File: config.mk
export PLATFORM = sky130hd
export DESIGN_NAME = sd_sector_arbiter_flat
export DESIGN_NICKNAME = d
export VERILOG_FILES = /design/src/rtl/sd_sector_arbiter_if.sv /design/src/rtl/sd_sector_arbiter.sv /design/src/flat_wrapper.sv
export SDC_FILE = /design/constraint.sdc
export NUM_CORES = 1
export LEC_CHECK = 0
export ABC_AREA = 0
export CAP_MARGIN = 0
export CORE_ASPECT_RATIO = 1.2
export CORE_UTILIZATION = 35
export CTS_CLUSTER_DIAMETER = 50
export DETAILED_ROUTE_END_ITERATION = 16
export HOLD_SLACK_MARGIN = 0.02
export PLACE_DENSITY = 0.6
export REMOVE_ABC_BUFFERS = 1
export SYNTH_ARGS = -nofsm -noshare
export SYNTH_HDL_FRONTEND = slang
export SYNTH_SLANG_ARGS = --single-unit
export TNS_END_PERCENT = 100
File: constraint.sdc
create_clock -name SD_clk -period 5 [get_ports SD_clk]
set_input_delay 0.75 -clock SD_clk [delete_from_list [all_inputs] [get_ports SD_clk]]
set_output_delay 0.75 -clock SD_clk [all_outputs]
set_load 0.005 [all_outputs]
File: src/rtl/sd_sector_arbiter_if.sv
// sd_sector_arbiter_if: requester, engine and word-steering signals of the SD sector arbiter
interface sd_sector_arbiter_if;
    logic        req0;
    logic [31:0] sec0;
    logic [11:0] num0;
    logic        ack0;
    logic        done0;
    logic        req1;
    logic [31:0] sec1;
    logic [11:0] num1;
    logic        ack1;
    logic        done1;
    logic        eng_ready;
    logic        eng_start;
    logic [31:0] eng_sec;
    logic        eng_valid;
    logic [31:0] eng_data;
    logic        eng_done;
    logic [31:0] data_o;
    logic        valid0_o;
    logic        valid1_o;
    logic        err_o;
    logic        busy_o;

    // arbiter side
    modport slave (
        input  req0, sec0, num0, req1, sec1, num1,
        input  eng_ready, eng_valid, eng_data, eng_done,
        output ack0, done0, ack1, done1,
        output eng_start, eng_sec, data_o, valid0_o, valid1_o, err_o, busy_o
    );

    // requester and engine side
    modport master (
        output req0, sec0, num0, req1, sec1, num1,
        output eng_ready, eng_valid, eng_data, eng_done,
        input  ack0, done0, ack1, done1,
        input  eng_start, eng_sec, data_o, valid0_o, valid1_o, err_o, busy_o
    );
endinterface

File: src/rtl/sd_sector_arbiter.sv
// sd_sector_arbiter: run-granular round-robin sharing of a single-sector SD read engine between two requesters
// Optional sector watchdog enabled by defining SD_ARB_TIMEOUT_EN.
module sd_sector_arbiter #(
    parameter int WORDS_PER_SEC = 128,
    parameter int MAX_RETRY     = 3
`ifdef SD_ARB_TIMEOUT_EN
    ,
    parameter logic [23:0] TIMEOUT = 24'd4000000
`endif
) (
    input logic              SD_clk,
    input logic              init,
    sd_sector_arbiter_if.slave io_arb
);
    localparam int WW = $clog2(WORDS_PER_SEC + 2);
    localparam int RW = $clog2(MAX_RETRY + 2);
    localparam logic [WW-1:0] L_WPS  = WW'(WORDS_PER_SEC);
    localparam logic [WW-1:0] L_WSAT = WW'(WORDS_PER_SEC + 1);
    localparam logic [RW-1:0] L_MAXR = RW'(MAX_RETRY);

    localparam logic [2:0] S_IDLE   = 3'd0;
    localparam logic [2:0] S_ISSUE  = 3'd1;
    localparam logic [2:0] S_WAIT   = 3'd2;
    localparam logic [2:0] S_CHECK  = 3'd3;
    localparam logic [2:0] S_FINISH = 3'd4;

    logic [2:0]    r_state;
    logic          r_last_grant;
    logic          r_owner;
    logic [31:0]   r_cur_sec;
    logic [11:0]   r_remaining;
    logic [RW-1:0] r_retry;
    logic [WW-1:0] r_wcnt;
    logic          r_ack0;
    logic          r_ack1;
    logic          r_done0;
    logic          r_done1;
    logic          r_eng_start;
    logic [31:0]   r_eng_sec;
    logic [31:0]   r_data;
    logic          r_valid0;
    logic          r_valid1;
    logic          r_err;

    logic          w_gnt0;
    logic          w_gnt1;
    logic [11:0]   w_num;
    logic [WW-1:0] w_wcnt_inc;
    logic          w_word;
    logic          w_tout;
    logic          w_sec_ok;

    // requester 0 wins unless requester 1 also asks and 0 was served last
    always_comb begin
        w_gnt0     = io_arb.req0 && (!io_arb.req1 || r_last_grant);
        w_gnt1     = io_arb.req1 && !w_gnt0;
        w_num      = w_gnt1 ? io_arb.num1 : io_arb.num0;
        w_word     = (r_state == S_WAIT) && io_arb.eng_valid;
        w_wcnt_inc = (r_wcnt == L_WSAT) ? r_wcnt : r_wcnt + 1'b1;
        w_sec_ok   = (r_wcnt == L_WPS) && !w_tout;
    end

`ifdef SD_ARB_TIMEOUT_EN
    logic [23:0] r_tmr;
    logic        r_tout;

    assign w_tout = r_tout;

    // sector watchdog: restarted by each engine start, forces a short-count verdict when it expires
    always_ff @(posedge SD_clk or negedge init) begin
        if (!init) begin
            r_tmr  <= '0;
            r_tout <= 1'b0;
        end else if (r_state == S_ISSUE) begin
            r_tmr  <= '0;
            r_tout <= 1'b0;
        end else if (r_state == S_WAIT && !io_arb.eng_done) begin
            r_tmr  <= r_tmr + 24'd1;
            r_tout <= (r_tmr == TIMEOUT - 24'd1);
        end
    end
`else
    assign w_tout = 1'b0;
`endif

    // run sequencing: grant, issue each sector, verify its word count, retry or abort, report
    always_ff @(posedge SD_clk or negedge init) begin
        if (!init) begin
            r_state      <= S_IDLE;
            r_last_grant <= 1'b1;
            r_owner      <= 1'b0;
            r_cur_sec    <= '0;
            r_remaining  <= '0;
            r_retry      <= '0;
            r_wcnt       <= '0;
            r_ack0       <= 1'b0;
            r_ack1       <= 1'b0;
            r_done0      <= 1'b0;
            r_done1      <= 1'b0;
            r_eng_start  <= 1'b0;
            r_eng_sec    <= '0;
            r_err        <= 1'b0;
        end else begin
            r_ack0      <= 1'b0;
            r_ack1      <= 1'b0;
            r_done0     <= 1'b0;
            r_done1     <= 1'b0;
            r_eng_start <= 1'b0;
            r_err       <= 1'b0;
            case (r_state)
                S_IDLE: begin
                    if (w_gnt0 || w_gnt1) begin
                        r_ack0       <= w_gnt0;
                        r_ack1       <= w_gnt1;
                        r_owner      <= w_gnt1;
                        r_last_grant <= w_gnt1;
                        r_cur_sec    <= w_gnt1 ? io_arb.sec1 : io_arb.sec0;
                        r_remaining  <= w_num;
                        r_retry      <= '0;
                        r_state      <= (w_num == 12'd0) ? S_FINISH : S_ISSUE;
                    end
                end
                S_ISSUE: begin
                    if (io_arb.eng_ready) begin
                        r_eng_start <= 1'b1;
                        r_eng_sec   <= r_cur_sec;
                        r_wcnt      <= '0;
                        r_state     <= S_WAIT;
                    end
                end
                S_WAIT: begin
                    if (io_arb.eng_valid)
                        r_wcnt <= w_wcnt_inc;
                    if (io_arb.eng_done || w_tout)
                        r_state <= S_CHECK;
                end
                S_CHECK: begin
                    if (w_sec_ok) begin
                        r_cur_sec   <= r_cur_sec + 32'd1;
                        r_remaining <= r_remaining - 12'd1;
                        r_retry     <= '0;
                        r_state     <= (r_remaining == 12'd1) ? S_FINISH : S_ISSUE;
                    end else if (r_retry < L_MAXR) begin
                        r_retry <= r_retry + 1'b1;
                        r_state <= S_ISSUE;
                    end else begin
                        r_err   <= 1'b1;
                        r_state <= S_FINISH;
                    end
                end
                S_FINISH: begin
                    r_done0 <= !r_owner;
                    r_done1 <= r_owner;
                    r_state <= S_IDLE;
                end
                default: r_state <= S_IDLE;
            endcase
        end
    end

    // word steering: one-cycle registered copy of engine words, flagged for the run owner only
    always_ff @(posedge SD_clk or negedge init) begin
        if (!init) begin
            r_data   <= '0;
            r_valid0 <= 1'b0;
            r_valid1 <= 1'b0;
        end else begin
            r_valid0 <= w_word && !r_owner;
            r_valid1 <= w_word && r_owner;
            if (w_word)
                r_data <= io_arb.eng_data;
        end
    end

    assign io_arb.ack0      = r_ack0;
    assign io_arb.ack1      = r_ack1;
    assign io_arb.done0     = r_done0;
    assign io_arb.done1     = r_done1;
    assign io_arb.eng_start = r_eng_start;
    assign io_arb.eng_sec   = r_eng_sec;
    assign io_arb.data_o    = r_data;
    assign io_arb.valid0_o  = r_valid0;
    assign io_arb.valid1_o  = r_valid1;
    assign io_arb.err_o     = r_err;
    assign io_arb.busy_o    = (r_state != S_IDLE);
endmodule
File: src/flat_wrapper.sv
// flat-port wrapper written by rule: the top's interface ports become plain ports
module sd_sector_arbiter_flat 
#(
    parameter int WORDS_PER_SEC = 128,
    parameter int MAX_RETRY     = 3

)
  (SD_clk, init, io_arb_req0, io_arb_sec0, io_arb_num0, io_arb_req1, io_arb_sec1, io_arb_num1, io_arb_eng_ready, io_arb_eng_valid, io_arb_eng_data, io_arb_eng_done, io_arb_ack0, io_arb_done0, io_arb_ack1, io_arb_done1, io_arb_eng_start, io_arb_eng_sec, io_arb_data_o, io_arb_valid0_o, io_arb_valid1_o, io_arb_err_o, io_arb_busy_o);
  sd_sector_arbiter_if io_arb_i ();
  input logic SD_clk;
  input logic init;
  input wire logic [$bits(io_arb_i.req0)-1:0] io_arb_req0;
  input wire logic [$bits(io_arb_i.sec0)-1:0] io_arb_sec0;
  input wire logic [$bits(io_arb_i.num0)-1:0] io_arb_num0;
  input wire logic [$bits(io_arb_i.req1)-1:0] io_arb_req1;
  input wire logic [$bits(io_arb_i.sec1)-1:0] io_arb_sec1;
  input wire logic [$bits(io_arb_i.num1)-1:0] io_arb_num1;
  input wire logic [$bits(io_arb_i.eng_ready)-1:0] io_arb_eng_ready;
  input wire logic [$bits(io_arb_i.eng_valid)-1:0] io_arb_eng_valid;
  input wire logic [$bits(io_arb_i.eng_data)-1:0] io_arb_eng_data;
  input wire logic [$bits(io_arb_i.eng_done)-1:0] io_arb_eng_done;
  output wire logic [$bits(io_arb_i.ack0)-1:0] io_arb_ack0;
  output wire logic [$bits(io_arb_i.done0)-1:0] io_arb_done0;
  output wire logic [$bits(io_arb_i.ack1)-1:0] io_arb_ack1;
  output wire logic [$bits(io_arb_i.done1)-1:0] io_arb_done1;
  output wire logic [$bits(io_arb_i.eng_start)-1:0] io_arb_eng_start;
  output wire logic [$bits(io_arb_i.eng_sec)-1:0] io_arb_eng_sec;
  output wire logic [$bits(io_arb_i.data_o)-1:0] io_arb_data_o;
  output wire logic [$bits(io_arb_i.valid0_o)-1:0] io_arb_valid0_o;
  output wire logic [$bits(io_arb_i.valid1_o)-1:0] io_arb_valid1_o;
  output wire logic [$bits(io_arb_i.err_o)-1:0] io_arb_err_o;
  output wire logic [$bits(io_arb_i.busy_o)-1:0] io_arb_busy_o;
  assign io_arb_i.req0 = io_arb_req0;
  assign io_arb_i.sec0 = io_arb_sec0;
  assign io_arb_i.num0 = io_arb_num0;
  assign io_arb_i.req1 = io_arb_req1;
  assign io_arb_i.sec1 = io_arb_sec1;
  assign io_arb_i.num1 = io_arb_num1;
  assign io_arb_i.eng_ready = io_arb_eng_ready;
  assign io_arb_i.eng_valid = io_arb_eng_valid;
  assign io_arb_i.eng_data = io_arb_eng_data;
  assign io_arb_i.eng_done = io_arb_eng_done;
  assign io_arb_ack0 = io_arb_i.ack0;
  assign io_arb_done0 = io_arb_i.done0;
  assign io_arb_ack1 = io_arb_i.ack1;
  assign io_arb_done1 = io_arb_i.done1;
  assign io_arb_eng_start = io_arb_i.eng_start;
  assign io_arb_eng_sec = io_arb_i.eng_sec;
  assign io_arb_data_o = io_arb_i.data_o;
  assign io_arb_valid0_o = io_arb_i.valid0_o;
  assign io_arb_valid1_o = io_arb_i.valid1_o;
  assign io_arb_err_o = io_arb_i.err_o;
  assign io_arb_busy_o = io_arb_i.busy_o;
  sd_sector_arbiter #(.WORDS_PER_SEC(WORDS_PER_SEC), .MAX_RETRY(MAX_RETRY)) u_core (.SD_clk(SD_clk), .init(init), .io_arb(io_arb_i));
endmodule
==> results.json, run 1 <==
{
  "yosys.area_share.xor_xnor_pct": 0.7581,
  "setup_violations": 0,
  "cp_slowest_cell": "nand3_2",
  "slowest_delay_ps": 740,
  "drive_gt1_share_pct": 13.32,
  "synth_edf_count": 0,
  "num_rows": 56,
  "via_per_inst": 5.219,
  "totalWireLength_um": 19790,
  "die_area_um2": 20370,
  "outcome": "completed",
  "wl_per_cell_um": 17.03,
  "crit_arrival_ps": 3360,
  "grt_pass1_wl_um": 31440,
  "core-area_um2": 19480,
  "rrSetupSlack_ps": 1930,
  "dpl_cell_area_um2": 9087,
  "die_w_um": 130.5,
  "skew_ps": 10.89,
  "synth_ff_type": "dfrtp_1",
  "synthMuxAreaShare_pct": 11.41,
  "cap_violations": 0,
  "synthAdderAreaFrac_pct": 1.264,
  "finalNetCount": 1022,
  "hold_path_class": "input pin to async pin",
  "cts.sinks": 132,
  "fin_cells": 1162,
  "finalCritPeriodShare_pct": 61.31,
  "die_y_um": 156.2,
  "critPathKind": "register to register",
  "syn_area_um2": 6932,
  "detail-route-antenna-nets": 0,
  "grt_util_all_layers_pct": 20.15,
  "grt_max_degree": 98,
  "slew_viol_final": 0,
  "start_kind": "register",
  "final_common_cell": "clkdlybuf4s50_1",
  "cts_max_path_buffers": 2,
  "ctsHoldBuffers": 0,
  "drc": 0,
  "period_minus_slack_ps": 3066,
  "htree_levels": 4,
  "ys_types": 71,
  "power_frac_seq_pct": 35.5,
  "clockRootBuffer": "clkbuf_16",
  "syn-instance-count": 711,
  "total_leakage_power_nw": 3.940,
  "place.port_buffers": 199,
  "finalHoldViolations": 0,
  "ios": 200,
  "setup_tns_ps": 0,
  "crit_path_end_kind": "register",
  "power.density_nw_per_um2": 578.9,
  "rsz0062_at_grt": "false",
  "p_comb_share_pct": 42.2,
  "cts_made_buffers": 17,
  "synth-compound-area-share_pct": 14.75,
  "grt_pass1_vias": 6084,
  "vias": 6064,
  "stdcell_area_um2": 9678,
  "critPathRequiredTime_ps": 5290,
  "worstPathMaxFanout": 49,
  "most-common-layout-cells": "clkdlybuf4s50_1, dfrtp_1, nand2_1",
  "cts_tree": "yes",
  "ctsResizeCount": 0,
  "synth-simple-area-share_pct": 20.42,
  "p_switching_mw": 1.983,
  "post_cts_buffers": 0,
  "tightest_slew_ps": 1123,
  "switching_share_pct": 35.40,
  "n_antenna_cell": 0,
  "gr-total-overflow": 0,
  "ys_warn_count": 0,
  "p_int_mw": 3.619,
  "async_reset_ff_share_pct": 100.0,
  "placed_cells": 1130,
  "p_total_mw": 5.603,
  "pwr-share-clk_pct": 22.3,
  "syn_avg_cell_area_um2": 9.749,
  "fmax_ghz": 0.3262,
  "relSlewSlack_pct": 24.44,
  "yosysSeqAreaShare_pct": 47.67,
  "initial_core_util_pct": 35.59,
  "hpwl_um": 13780,
  "synth_top_family_by_area": "simple AND/OR/NAND/NOR gates",
  "clkLatencyLatePin_ps": 420,
  "routabilityCongestion": 0.7915,
  "area_growth_pct": 39.62,
  "ys_seq_elements": 132,
  "antenna_found_initial": 0,
  "peakVddDrop_v": 0.0002780,
  "cp_cell_sequence": "and3b_2 > o21ai_4 > nand3_2 > or3_1 > o311ai_0",
  "clkTransAtPathRegs_ps": 60,
  "drt_first_iter_violations": 492,
  "first_pass_iters": 4
}
-- sequential cells by signal (all words and copies together) (netlist names) --
name	cells
u_core.r_wcnt	8
u_core.io_arb.eng_sec	32
u_core.r_owner	1
u_core.io_arb.done0	1
u_core.io_arb.err_o	1
u_core.r_remaining	12
u_core.r_cur_sec	32
u_core.io_arb.valid0_o	1
u_core.io_arb.eng_start	1
u_core.r_state	3
u_core.r_last_grant	1
u_core.io_arb.valid1_o	1
u_core.io_arb.data_o	32
u_core.r_retry	3
u_core.io_arb.ack1	1
u_core.io_arb.done1	1
u_core.io_arb.ack0	1
-- layout make-up --
type,instances,area [µm²]
Fill cell,1887,9801
Clock buffer,17,425.4
Tap cell,261,326.6
Clock inverter,15,165.2
Timing Repair Buffer,204,2031
Inverter,12,45.04
Multi-Input combinational cell,521,3381
Sequential cell,132,3304
-- synthesized netlist by cell type (all sizes together), types with 3 or more instances --
cell type | number | share of area, %
and2 | 7 | 0.63
o21ai | 39 | 3.0
nor3b | 3 | 0.40
nand2b | 3 | 0.27
buf | 18 | 1.6
o41ai | 3 | 0.38
clkbuf | 28 | 1.5
ha | 7 | 1.3
or4 | 4 | 0.49
o22a | 12 | 1.5
a31oi | 13 | 1.2
inv | 12 | 0.65
nor2 | 44 | 2.4
nor4b | 3 | 0.56
and3 | 24 | 2.2
nand2 | 95 | 5.1
mux2i | 7 | 1.0
a21oi | 58 | 4.2
or3 | 3 | 0.27
nand4 | 8 | 0.94
and4 | 4 | 0.51
mux2 | 64 | 10
xnor2 | 6 | 0.76
a21boi | 3 | 0.32
o32a | 3 | 0.43
nand3 | 40 | 3.0
dfrtp | 131 | 47
a32oi | 3 | 0.38
nor3 | 15 | 1.2
nor4 | 15 | 1.6
-- critical path, delay by kind of cell, from the launching register on --
kind	cells	cell delay, ps
simple gates	3	1930
flops	1	660
compound gates	2	340
-- layer usage --
| layer | global-route usage (%) | vias to the layer above | wire length, µm |
|---|---|---|---|
| met5 | 0 | - | 0 |
| met4 | 5.583 | 0 | 238 |
| met3 | 4.012 | 18 | 906 |
| met2 | 35.11 | 145 | 10240 |
| met1 | 25.09 | 2961 | 8411 |
| li1 | - | 2940 | - |
-- power groups by stage --
stage / Sequential [mW] / Combinational (mW) / Clock [mW]
global placement: 1.99 / 2.36 / 0
CTS: 1.99 / 2.40 / 1.28
finish: 1.99 / 2.36 / 1.25
floorplan: 1.92 / 1.31 / 0
detailed placement: 2.00 / 2.39 / 0
global route: 2.07 / 2.61 / 1.33
-- per-stage QoR --
step                      hold slack [ps]  util, %  worst slack, ps
final                               435.7    49.69             1934
after global routing                509.6    49.69             1679
after CTS                           479.2    49.69             1889
after detailed placement            494.1    46.65             1762
after global placement              489.4    46.65             1813
after floorplan                     454.4        -             1452
-- logic make-up (layout without fill, tap and decap cells) --
group | Yosys count | after routing
simple gates | 276 | 276
compound gates | 161 | 161
flops | 132 | 132
mux | 71 | 71
buf+inv | 58 | 248
fa+ha+maj | 7 | 7
xor+xnor | 6 | 6
-- worst paths after layout --
check	from	end	cells after the start
worst max-delay path	u_core.r_state[2]	u_core.r_cur_sec[0]	5
min in group SD_clk	u_core.io_arb.data_o[2]	u_core.io_arb.data_o[2]	1
worst min register to register	u_core.io_arb.data_o[2]	u_core.io_arb.data_o[2]	1
worst max register to register	u_core.r_state[2]	u_core.r_cur_sec[0]	5
worst min-delay path	init	u_core.io_arb.data_o[19]	1
max in group asynchronous	init	u_core.r_wcnt[6]	2
Note: power is estimated with default switching activity, not from simulation.
==> inputs of run 2 (changes only) <==
--- a/config.mk
+++ b/config.mk
@@ -12,7 +12,7 @@
 export CTS_CLUSTER_DIAMETER = 50
 export DETAILED_ROUTE_END_ITERATION = 16
 export HOLD_SLACK_MARGIN = 0.02
-export PLACE_DENSITY = 0.6
+export PLACE_DENSITY = 0.62
 export REMOVE_ABC_BUFFERS = 1
 export SYNTH_ARGS = -nofsm -noshare
 export SYNTH_HDL_FRONTEND = slang
==> constraint.sdc (replaced) <==
create_clock -name SD_clk -period 2.46 [get_ports SD_clk]
set_input_delay 0.369 -clock SD_clk [delete_from_list [all_inputs] [get_ports SD_clk]]
set_output_delay 0.369 -clock SD_clk [all_outputs]
set_load 0.005 [all_outputs]
==> run 2 against run 1 <==
Effect of this change:
- worst setup slack worse by 1800 ps
- sequential power is 100% higher
- core utilization is 2.0 points higher
- cell area is 3.9% higher
- non-clock buffer count is 32 higher
- sequential cell count stayed put
- critical path depth is 2 lower
- combinational power is 120% higher
- routed wire length is 1.0% higher
- largest power group unchanged
==> results.json, run 2 (synthesis gave the netlist of run 1 again) <==
{
  "die_y_um": 156.2,
  "critPathKind": "register to output port",
  "setup_violations": 0,
  "final_common_cell": "clkdlybuf4s50_1",
  "slowest_delay_ps": 480,
  "n_antenna_cell": 0,
  "finalHoldViolations": 0,
  "worstPathMaxFanout": 9,
  "die_w_um": 130.5,
  "drt_first_iter_violations": 449,
  "num_rows": 56,
  "drive_gt1_share_pct": 16.18,
  "hpwl_um": 14600,
  "setup_tns_ps": 0,
  "register_area_um2": 3304,
  "htree_levels": 4,
  "relSlewSlack_pct": 56.96,
  "cts_tree": "yes",
  "initial_core_util_pct": 35.59,
  "fmax_ghz": 0.4394,
  "antenna_found_initial": 0,
  "nFillCells": 1848,
  "totalWireLength_um": 19990,
  "area_growth_pct": 45.13,
  "grt_util_all_layers_pct": 20.43,
  "clkTransAtPathRegs_ps": 60,
  "p_total_mw": 11.97,
  "critPathRequiredTime_ps": 2090,
  "detail-route-antenna-nets": 0,
  "finalCritPeriodShare_pct": 92.51,
  "via_per_inst": 5.189,
  "wl_per_cell_um": 16.74,
  "grt_max_degree": 60,
  "grt_pass1_vias": 6187,
  "routabilityCongestion": 0.8263,
  "cp_slowest_cell": "dfrtp_1",
  "total_leakage_power_nw": 4.150,
  "drc": 0,
  "slew_viol_final": 0,
  "skew_ps": 10.58,
  "clkLatencyLatePin_ps": 420,
  "clockRootBuffer": "clkbuf_16",
  "cts_made_buffers": 17,
  "crit_arrival_ps": 1910,
  "most-common-layout-cells": "clkdlybuf4s50_1, dfrtp_1, nand2_1",
  "fin_hold_ws_ps": 494.8,
  "die_area_um2": 20370,
  "start_kind": "register",
  "vias": 6196,
  "first_pass_iters": 5,
  "power.density_nw_per_um2": 1190,
  "hold_path_class": "input pin to async pin",
  "place.port_buffers": 199,
  "grt_pass1_wl_um": 32060,
  "crit_path_end_kind": "output port",
  "peakVddDrop_v": 0.0005413,
  "tightest_slew_ps": 627.6,
  "ios": 200,
  "cts.sinks": 132,
  "cts_max_path_buffers": 2,
  "rsz0062_at_grt": "false",
  "finalNetCount": 1054,
  "gr-total-overflow": 0,
  "multi_input_area_um2": 3381,
  "period_minus_slack_ps": 2276,
  "core-area_um2": 19480,
  "cap_violations": 0,
  "cp_cell_sequence": "nor3_1 > inv_1 > clkdlybuf4s50_1",
  "outcome": "completed",
  "ctsResizeCount": 0
}
[run 2: cell count changes in the layout (fill, tap and decap cells not counted), sizes merged]
cell,delta
buf,+31
clkinv,-6
clkbuf,+3
bufinv,+2
dlygate4sd3,+1
inv,+1
[run 2: worst max-delay path, delay by kind of cell (launching register included)]
family | cells | cell delay [ps]
buf+inv | 2 | 620
flops | 1 | 480
simple gates | 1 | 390
[run 2: final timing paths]
check                                             start                 endpoint  slack (ps)  cells past startpoint
worst max-delay path                  u_core.r_state[1]            io_arb_busy_o         180                      3
min in group SD_clk             u_core.io_arb.data_o[4]  u_core.io_arb.data_o[4]         500                      1
worst min register to register  u_core.io_arb.data_o[4]  u_core.io_arb.data_o[4]         500                      1
worst max register to register      u_core.r_cur_sec[1]     u_core.r_cur_sec[28]         230                      6
max in group asynchronous                          init        u_core.r_retry[0]        1330                      3
worst min-delay path                               init   u_core.io_arb.valid0_o         490                      2
[run 2: routing by layer]
| layer | vias up | part of all wire [%] | GRT usage, % |
|---|---|---|---|
| li1 | 3005 | - | - |
| met1 | 2993 | 44 | 26.22 |
| met2 | 167 | 50 | 33.71 |
| met3 | 31 | 4.3 | 3.704 |
| met4 | 0 | 2.5 | 8.320 |
| met5 | - | 0 | 0 |
[run 2: metrics by stage]
stage                     utilization (%)  cell area, µm²  setup slack (ps)  instances
after detailed placement            48.17            9383             176.4       1161
after CTS                           51.64           10060             144.7       1194
after global placement              48.17            9383             221.2       1161
final                               51.64           10060             184.2       1194
after global routing                51.64           10060             17.03       1194
after floorplan                         -            6718            -707.3        665
[run 2: final cells by class]
class | count | area share (%)
Inverter | 12 | 0.4478
Clock inverter | 12 | 1.990
Multi-Input combinational cell | 521 | 33.61
Sequential cell | 132 | 32.85
Tap cell | 261 | 3.246
Timing Repair Buffer | 236 | 23.22
Clock buffer | 20 | 4.639
[run 2: power by group]
group	switching [mW]	total, mW	internal (mW)
sequential	0.828	4.01	3.18
combinational	2.31	5.11	2.80
clock	0.974	2.85	1.88
total	4.12	12.0	7.86
[run 2: timing repair]
action / 4_1_cts / 5_1_grt
setup buffers: 0 / 0
hold endpoints to repair: 56 / 0
hold buffers: 1 / 0
setup endpoints to repair: 0 / 0
